### config.mk
export PLATFORM = sky130hd
export DESIGN_NAME = action_command_generator
export DESIGN_NICKNAME = d
export VERILOG_FILES = /design/src/rtl/action_command_generator.sv
export SDC_FILE = /design/constraint.sdc
export NUM_CORES = 1
export LEC_CHECK = 0
export BUFFER_PORTS_ARGS = -buffer_cell sky130_fd_sc_hd__buf_2
export CORE_ASPECT_RATIO = 1.2
export CORE_MARGIN = 4
export CORE_UTILIZATION = 50
export DETAILED_ROUTE_END_ITERATION = 10
export PLACE_DENSITY = 0.77
export SLEW_MARGIN = 40
export SYNTH_ARGS = -nofsm -noshare
export SYNTH_HDL_FRONTEND = slang
export SYNTH_SLANG_ARGS = --single-unit
### constraint.sdc
create_clock -name clk -period 2.5 [get_ports clk]
set_clock_uncertainty 0.2 [all_clocks]
set_input_delay 0.5 -clock clk [delete_from_list [all_inputs] [get_ports clk]]
set_output_delay 0.5 -clock clk [all_outputs]
set_load 0.1 [all_outputs]
### src/rtl/action_command_generator.sv
// Two-player action command generator: collects one valid code from each player per round,
// defaults a straggler after a timeout, then strobes both codes to the game core.
module action_command_generator #(
    parameter int          ENABLE_HIGH_CYCLES = 1,
    parameter int          TIMEOUT_CYCLES     = 1000,
    parameter logic [2:0]  DEFAULT_ACTION     = 3'b000
) (
    input  logic       clk,
    input  logic       resetGame,
    input  logic [2:0] sel1,
    input  logic       commit1,
    input  logic [2:0] sel2,
    input  logic       commit2,
    input  logic       firstWin,
    input  logic       secondWin,
    output logic [2:0] action1,
    output logic [2:0] action2,
    output logic       actionEnable,
    output logic       waiting1,
    output logic       waiting2,
    output logic [7:0] roundCount,
    output logic       halted
);

    typedef enum logic [1:0] {COLLECT, ISSUE, GAP, HALT} state_t;

    state_t      state;
    logic [2:0]  lat1;
    logic [2:0]  lat2;
    logic [15:0] tcnt;
    logic [3:0]  ecnt;

    logic       take1;
    logic       take2;
    logic       got1;
    logic       got2;
    logic       timeoutHit;
    logic       roundDone;
    logic [2:0] fin1;
    logic [2:0] fin2;

    // waiting flags double as the "not yet committed" record while collecting
    always_comb begin
        take1      = commit1 && (sel1 != 3'b111) && waiting1;
        take2      = commit2 && (sel2 != 3'b111) && waiting2;
        got1       = !waiting1 || take1;
        got2       = !waiting2 || take2;
        timeoutHit = (waiting1 ^ waiting2) && (tcnt == 16'(TIMEOUT_CYCLES - 2));
        roundDone  = (got1 && got2) || timeoutHit;
        fin1       = take1 ? sel1 : (got1 ? lat1 : DEFAULT_ACTION);
        fin2       = take2 ? sel2 : (got2 ? lat2 : DEFAULT_ACTION);
    end

    always_ff @(posedge clk) begin
        if (resetGame) begin
            state        <= COLLECT;
            action1      <= 3'b000;
            action2      <= 3'b000;
            actionEnable <= 1'b0;
            waiting1     <= 1'b1;
            waiting2     <= 1'b1;
            roundCount   <= 8'd0;
            halted       <= 1'b0;
            lat1         <= 3'b000;
            lat2         <= 3'b000;
            tcnt         <= 16'd0;
            ecnt         <= 4'd0;
        end else if (firstWin || secondWin) begin
            // game over wins even against a round completing on this edge
            state        <= HALT;
            actionEnable <= 1'b0;
            waiting1     <= 1'b0;
            waiting2     <= 1'b0;
            halted       <= 1'b1;
        end else begin
            case (state)
                COLLECT: begin
                    if (roundDone) begin
                        state        <= ISSUE;
                        action1      <= fin1;
                        action2      <= fin2;
                        actionEnable <= 1'b1;
                        waiting1     <= 1'b0;
                        waiting2     <= 1'b0;
                        tcnt         <= 16'd0;
                        ecnt         <= 4'd0;
                        if (roundCount != 8'hFF)
                            roundCount <= roundCount + 8'd1;
                    end else begin
                        if (take1) begin
                            lat1     <= sel1;
                            waiting1 <= 1'b0;
                        end
                        if (take2) begin
                            lat2     <= sel2;
                            waiting2 <= 1'b0;
                        end
                        if (waiting1 && waiting2)
                            tcnt <= 16'd0;
                        else
                            tcnt <= tcnt + 16'd1;
                    end
                end
                ISSUE: begin
                    if (ecnt == 4'(ENABLE_HIGH_CYCLES - 1)) begin
                        state        <= GAP;
                        actionEnable <= 1'b0;
                    end else begin
                        ecnt <= ecnt + 4'd1;
                    end
                end
                GAP: begin
                    state    <= COLLECT;
                    waiting1 <= 1'b1;
                    waiting2 <= 1'b1;
                    lat1     <= 3'b000;
                    lat2     <= 3'b000;
                    tcnt     <= 16'd0;
                end
                default: begin
                    actionEnable <= 1'b0;
                end
            endcase
        end
    end

endmodule

== After elaboration in Yosys (flattened, before gate mapping) ==
Index checks and enable logic that the tools add are counted.
Widths: inputs -> output; s select.

* Register bits after elaboration: 46
* Input bits: 12
* Output and inout port bits: 18
* Word-level logic and storage cells: 95

* Add/subtract/negate cells: 3
* Eq/ne operators: 16
* Muxes and demuxes: 31
* Bitwise gates (word level): 3
* Reduce and logical (&&, ||, !) cells: 30

{| class="wikitable"
|+ Operators with widths
! operator !! count
|-
| $mux 16 || 2
|-
| $pmux 16 s2 || 1
|-
| $mux 3 || 8
|-
| $add 16x1->16 const B || 1
|-
| $eq 16x10->1 const B || 1
|-
| $reduce_and 4->1 || 4
|-
| $ne 2x2->1 const B || 6
|-
| $ne 3x3->1 const B || 4
|-
| $pmux 3 s2 || 2
|-
| $reduce_and 3->1 || 3
|-
| $add 8x1->8 const B || 1
|-
| $mux 1 || 8
|-
| $mux 4 || 2
|-
| $ne 4x4->1 const B || 2
|-
| $ne 8x8->1 const B || 1
|-
| $pmux 4 s2 || 1
|-
| $logic_and 1x1->1 || 7
|-
| $mux 2 || 3
|-
| $pmux 2 s3 || 1
|-
| $reduce_and 2->1 || 3
|-
| $add 4x1->4 const B || 1
|-
| $logic_not 4->1 || 1
|-
| $logic_or 1x1->1 || 4
|-
| $pmux 1 s2 || 2
|-
| 11 further kinds || 14
|}

== Depth between registers and ports, before layout ==
Gate-level depths: netlist (run 1).

* Depth after elaboration: 9
* Mapped depth: 9

== Worst setup path before layout (run 1) ==
OpenSTA, ideal clock, no wires.

* Kind: register to register
* Start: reg waiting1
* End: reg roundCount[2]
* Library setup time: 163 ps
* Arrival time: 2567 ps
* Data required time: 2137 ps
* Path slack: -430 ps
* Cell stages (with the launch flop): 8
* Buffers on the path: 1
* Period minus slack after synthesis: 2930 ps
* Cell sequence: dfxtp_1 ha_1 nor4bb_1 nand4_2 o21a_1 buf_2 o311ai_0 o41ai_1

* Word-level cells in the longest chain between the ends: 5

{| class="wikitable"
|+ RTL lines
! element !! line !! text
|-
| start: declaration || 19 || <nowiki>output logic waiting1,</nowiki>
|-
| start signal: assignment || 60 || <nowiki>waiting1 <= 1'b1;</nowiki>
|-
| start signal: assignment || 72 || <nowiki>waiting1 <= 1'b0;</nowiki>
|-
| start signal: assignment || 83 || <nowiki>waiting1 <= 1'b0;</nowiki>
|-
| $logic_not 1->1 or $logic_and 1x1->1 (tied branches) || 46, 44 ||
|-
| $logic_or 1x1->1 || 46 || <nowiki>got1 = !waiting1 || take1;</nowiki>
|-
| $logic_and 1x1->1 || 49 || <nowiki>roundDone = (got1 && got2) || timeoutHit;</nowiki>
|-
| $logic_or 1x1->1 * || 49 ||
|-
| $reduce_and 4->1 (no line) * || - ||
|-
| end signal: assignment || 88 || <nowiki>roundCount <= roundCount + 8'd1;</nowiki>
|-
| end: declaration || 21 || <nowiki>output logic [7:0] roundCount,</nowiki>
|}

Mark *: on every way between the ends. The rest lies on a longest branch, timed or not.
A chain may end at the register's enable or synchronous reset.

== Worst setup path after layout (run 1) ==
* Start: reg waiting1
* End: reg roundCount[7]

Same word-level chain as after synthesis.

==> metrics.md, run 1 <==
| Metric | Value |
|---|---|
| Status | complete, no violations |
| NumNets Final | 337 |
| Hold path depth | 2 |
| Post-Syn Area | 0.00240 sq mm |
| Clk buf depth | 2 |
| Register bit count reported by yosys | 46 |
| Drt drc | 0 |
| Fill cells | 385 |
| Finished layout cell area | 0.00277 sq mm |
| Vias in the first global route | 2000 |
| Worst slew pin tran | 0.497 ns |
| Total die area | 0.00599 sq mm |
| Tot GR Track Use | 18.6% |
| CP required | 2.54 ns |
| Drt pass-1 iters | 5 |
| Slew Limit Headroom | 66.5% |
| Total chip power | 0.00154 W |
| Ports | 30 |
| Vias | 2154 |
| Worst min path class | in2reg |
| P per Cell Area | 556 mW/mm^2 |
| Worst reg2reg path depth | 6 |
| RSZ-0062 raised after global routing | false |
| Routed vias/inst | 5.74 |
| H-tree Lvls | 2 |
| Crit path DAT | 2.43 ns |
| DP Area | 0.00267 sq mm |
| Multi-input logic area | 0.00139 sq mm |
| Crit path kind | reg2reg |
| Die H | 84.0 microns |
| First-pass GRT wire length | 9.24 mm |
| CTS Buf Count | 5 |
| Global placer's final weighted congestion | 0.901 |
| Most used DFF post-synth | dfxtp_1 |
| Ys Warns | 0 |
| Antenna viol nets, final | 0 |
| Post-DP HPWL | 3.96 mm |
| DRT Wirelength | 5.38 mm |
| PortBufs | 29 |
| Share of cells above drive strength 1 | 20.2% |
| Tmin final | 2.39 ns |
| TNS Setup | 0 ns |
| Post-DR wirelength/cell | 14.3 microns |
| Crit path capture type | register |
| Max Transition Viols Final | 0 |
| Yosys cell types | 50 |
| Die W | 71.3 microns |
| Async set-reset flop share out of synthesis | 0% |
| Std-Cell Core Area | 0.00463 sq mm |
| Startpoint Class | register |
| Layout area overhead | 15.3% |
| Pleak | 1.06 nW |
| Initial antenna violation count | 0 |
| Drt first-iter violations | 147 |
| Max-cap violations | 0 |
| Worst-path clk slew | 0.09 ns |
| Largest net degree at the start of global routing | 17 |
| Fin. Hold Viols | 0 |
| Cell count after synthesis | 278 |
| Sequential fraction of the synthesis area | 38.3% |
| Mapped Avg Cell Area | 8.65 sq um |
| TritonCTS Sinks | 46 |
| Cell row count | 27 |
| Maximum fanout along the worst path | 15 |
| Skew-Pair Late Insertion Delay | 0.30 ns |
| Starting density of the core | 52.0% |
| VDD IR-drop max | 0.391 mV |
| Finished Layout Cells | 375 |
| Post-Place Cells | 367 |
| Total gr overflow | 0 |
| Syn_nets | 299 |
| Buffer count from post-CTS setup fixing | 0 |
| Antenna cells | 0 |
| CTS tree | built |
| Root buf cell | clkbuf_8 |
| Fmax | 418 MHz |
| Reg area | 928 sq um |
| Final setup violation count | 0 |
| EDFF count, synth | 0 |
| Ratio of final minimum period to clock period | 95.6% |
-- power by group --
group / switching [W] / leakage (nW) / internal, W / total, W
clock: 0.000258 / 0.0489 / 0.000229 / 0.000486
sequential: 0.0000127 / 0.373 / 0.000750 / 0.000762
combinational: 0.000201 / 0.635 / 0.0000908 / 0.000292
-- layer usage --
layer	vias up	wire, microns	track usage, %
li1	1105	-	-
met1	1021	2370	24.3
met2	20	2750	29.8
met3	8	177	3.86
met4	0	79	6.67
met5	-	0	0
-- stage by stage --
| step | hold slack [ns] | util (%) | setup slack (ns) |
|---|---|---|---|
| final | 0.250 | 59.9 | 0.110 |
| after global routing | 0.247 | 59.9 | 0.00340 |
| after CTS | 0.246 | 59.8 | 0.0256 |
| after detailed placement | 0.260 | 57.7 | -0.0481 |
| after global placement | 0.251 | 57.7 | 0.0737 |
| after floorplan | 0.234 | - | 0.0715 |
-- cells by family after synthesis --
family,after synthesis,share of synthesized area [%]
AND/OR/NAND/NOR,113,26.7
AO/OA/AOI/OAI,73,20.4
flip-flops,46,38.3
buffers and inverters,22,4.32
XOR/XNOR,14,5.10
adder cells (fa/ha/maj),9,4.68
multiplexers,1,0.416
-- final timing paths --
| check | endpoint | slack [ns] | start |
|---|---|---|---|
| worst max register to register | roundCount[7] | 0.11 | waiting1 |
| worst min register to register | halted | 0.28 | halted |
| worst min-delay path | lat1[1] | 0.25 | sel1[1] |
| worst max-delay path | roundCount[7] | 0.11 | waiting1 |
-- worst max-delay path, stage by stage, from the launching register on --
cell	delay [ns]
dfxtp_4	0.35
ha_1	0.27
nor4bb_2	0.32
nand4_2	0.22
o21a_2	0.27
or4_1	0.52
a21oi_1	0.16
-- cell usage in the layout, fill, tap and decap left out, types with 2 or more instances in the layout --
cell,count
dfxtp_1,44
nor2_1,30
buf_2,29
a21oi_1,23
nand2_1,22
buf_4,14
nand3_1,11
inv_1,10
ha_1,9
a211oi_1,8
xnor2_1,8
and3_1,7
o31ai_1,7
nor2b_1,7
or3_1,6
a22o_1,6
o21ai_0,6
xor2_1,6
clkbuf_8,6
nor3_1,5
nand4_1,4
or4_1,4
a21boi_1,3
and4_1,3
o22ai_1,3
nor4b_2,2
a31oi_1,2
o311ai_0,2
o211ai_1,2
o311a_1,2
a311o_1,2
dfxtp_4,2
-- state kept, by name (all words and copies together) (netlist names), 2 cells and up --
name        flops
roundCount      8
tcnt           16
action2         3
ecnt            4
lat1            3
action1         3
lat2            3
state           2
-- synth_stat cells (all sizes together), types with 3 or more instances --
cell type	n	area share, %
nand2	22	3.4
o22ai	3	0.78
ha	9	4.7
and3	7	1.8
inv	10	1.6
o21ai	7	1.5
a21oi	23	4.8
nor4	3	1.7
dfxtp	46	38
buf	6	1.8
xor2	6	2.2
and4	3	1.1
nand3	11	2.3
a21boi	3	0.94
nor2	31	4.8
nand4	5	1.6
nor4b	3	2.2
a211oi	8	2.5
a22o	6	2.2
or3	6	1.6
clkbuf	6	0.99
o31ai	7	2.2
nor3	6	1.5
xnor2	8	2.9
or4	5	1.7
nor2b	7	1.8
-- layout make-up --
| class | count | share of cell area (%) |
|---|---|---|
| Clock buffer | 7 | 3.11 |
| Sequential cell | 46 | 33.5 |
| Multi-Input combinational cell | 210 | 50.1 |
| Timing Repair Buffer | 43 | 9.02 |
| Tap cell | 58 | 2.62 |
| Inverter | 10 | 1.35 |
| Clock inverter | 1 | 0.316 |
-- timing repair --
item	in CTS	in global routing
hold buffers	0	0
endpoints found under the setup margin	7	15
pin swaps	0	0
gates resized for setup	1	2
No activity file was read; power rests on OpenSTA's default activity.
==> inputs of run 2 (changes only) <==
- CORE_ASPECT_RATIO: 1.2 -> 0.5
- SKIP_LAST_GASP: default -> 1
==> run 2 against run 1 <==
- cell count up 1.9%
- wire length shrank 2.6%
- count of clock-buffer cells in the layout grew 1
- register-to-register slack barely moved
- clock power rose by 8.2%
- critical path depth unchanged
- final area grew 0.54%
- hold slack improved by 0.0091 ns
- sequential share of layout area is 0.18 points lower
- die area is 1.0% higher
- first-iteration DRC count is 23% lower
==> metrics.md, run 2 (same netlist as run 1, synthesis figures left out) <==
| Metric | Value |
|---|---|
| Drt drc | 0 |
| Maximum fanout along the worst path | 13 |
| Routed vias/inst | 5.59 |
| Std-Cell Core Area | 0.00451 sq mm |
| Post-DR wirelength/cell | 13.7 microns |
| Max Transition Viols Final | 0 |
| Ports | 30 |
| Worst min path class | in2reg |
| Final setup violation count | 0 |
| Startpoint Class | register |
| Finished layout cell area | 0.00279 sq mm |
| Total chip power | 0.00158 W |
| Internal power | 0.00112 W |
| Sequential share of power | 48.7% |
| Total die area | 0.00605 sq mm |
| Number of flip-flops in the largest register | 16 |
| Cell row count | 17 |
| Biggest register | tcnt |
| Layout area overhead | 16.0% |
| DRT Wirelength | 5.24 mm |
| Tot GR Track Use | 17.8% |
| Finished Layout Cells | 382 |
| Commonest non-fill, non-tap cell in the layout | dfxtp_1 |
| Worst slew pin tran | 0.507 ns |
| Die H | 57.0 microns |
| Die W | 106 microns |
| Gate power share | 17.9% |
| VDD IR-drop max | 0.269 mV |
| Tmin final | 2.40 ns |
| Sw Share | 29.1% |
| Worst hold slack | 0.259 ns |
| CP required | 2.53 ns |
| Share of cells above drive strength 1 | 19.9% |
| Slew Limit Headroom | 65.9% |
| Post-Place Cells | 374 |
| Post-DP HPWL | 3.82 mm |
| TritonCTS Sinks | 46 |
| CTS Buf Count | 5 |
| NumNets Final | 336 |
| Vias | 2135 |
| Drt pass-1 iters | 4 |
| Fmax | 417 MHz |
| Fill cells | 415 |
| P per Cell Area | 565 mW/mm^2 |
| CTS tree | built |
| Initial antenna violation count | 0 |
| PortBufs | 29 |
| Max-cap violations | 0 |
| Root buf cell | clkbuf_8 |
| Cts hold-fix bufs | 0 |
| Antenna viol nets, final | 0 |
| Worst-path clk slew | 0.09 ns |
| Crit path DAT | 2.43 ns |
| First-pass GRT wire length | 8.85 mm |
| Worst reg2reg path depth | 6 |
| Crit path kind | reg2reg |
| Total gr overflow | 0 |
| Hold path depth | 2 |
| Status | complete, no violations |
| Ratio of final minimum period to clock period | 95.8% |
| Clk pwr share | 33.4% |
| Fin. Hold Viols | 0 |
| Global placer's final weighted congestion | 0.830 |
| Most frequent cells in the layout | dfxtp_1, nor2_1, buf_2, a21oi_1, nand2_1 |
| H-tree Lvls | 2 |
| Drt first-iter violations | 113 |
| TNS Setup | 0 ns |
| Skew-Pair Late Insertion Delay | 0.30 ns |
| Largest regs | tcnt (16), roundCount (8), ecnt (4) |
| Vias in the first global route | 1974 |
| Largest net degree at the start of global routing | 19 |
| Pleak | 1.06 nW |
| NetSw | 0.000459 W |
| Crit path capture type | register |
| Starting density of the core | 53.3% |
| Antenna cells | 0 |
| Clk buf depth | 2 |
| DP Area | 0.00267 sq mm |
[run 2: cell count changes in the layout (fill, tap and decap cells not counted), sizes merged]
| cell | previous run | this run |
|---|---|---|
| buf | 43 | 42 |
| clkbuf | 7 | 8 |
| inv | 11 | 10 |
[run 2: critical path, cell delays in order, from the launching register on]
cell      delay (ns)
dfxtp_4         0.38
ha_1            0.29
nor4bb_2        0.32
nand4_2         0.22
o21a_2          0.26
or4_1           0.52
a21oi_1         0.15
[run 2: layout make-up]
type / instances / area, sq um / share of cell area [%]
timing repair buffer: 42 / 243 / 8.70
tap: 66 / 82.6 / 2.96
sequential: 46 / 928 / 33.3
clock buffer: 8 / 110 / 3.95
multi-input combinational: 210 / 1390 / 49.8
inverter: 10 / 37.5 / 1.35
[run 2: path summary, 6_finish.rpt]
| kind | slack (ns) | startpoint | end |
|---|---|---|---|
| hold reg to reg | 0.27 | lat1[0] | lat1[0] |
| hold / removal | 0.26 | sel2[0] | lat2[0] |
| setup / recovery | 0.10 | waiting2 | roundCount[7] |
| setup reg to reg | 0.10 | waiting2 | roundCount[7] |
[run 2: power groups by stage]
stage | registers (W) | logic (W) | clock network, W
finish | 0.000768 | 0.000282 | 0.000526
global placement | 0.000783 | 0.000272 | 0
CTS | 0.000767 | 0.000278 | 0.000538
global route | 0.000771 | 0.000309 | 0.000572
detailed placement | 0.000784 | 0.000277 | 0
floorplan | 0.000844 | 0.000144 | 0
[run 2: routing by layer]
metal / routed length (microns) / GRT usage [%]
met1: 2460 / 22.5
met2: 2450 / 29.6
met3: 275 / 5.20
met4: 53 / 6.09
met5: 0 / 0
[run 2: what timing repair did]
action	4_1_cts	5_1_grt
gates resized for setup	0	2
setup endpoints to repair	0	9
buffers inserted	0	0
[run 2: through the flow]
stage          setup WS (ns)  utilization, %
2_1_floorplan         0.0715               -
3_3_place_gp           0.155            59.2
3_5_place_dp          0.0528            59.2
4_1_cts               0.0215            61.7
5_1_grt              -0.0161            61.8
6_report               0.104            61.8
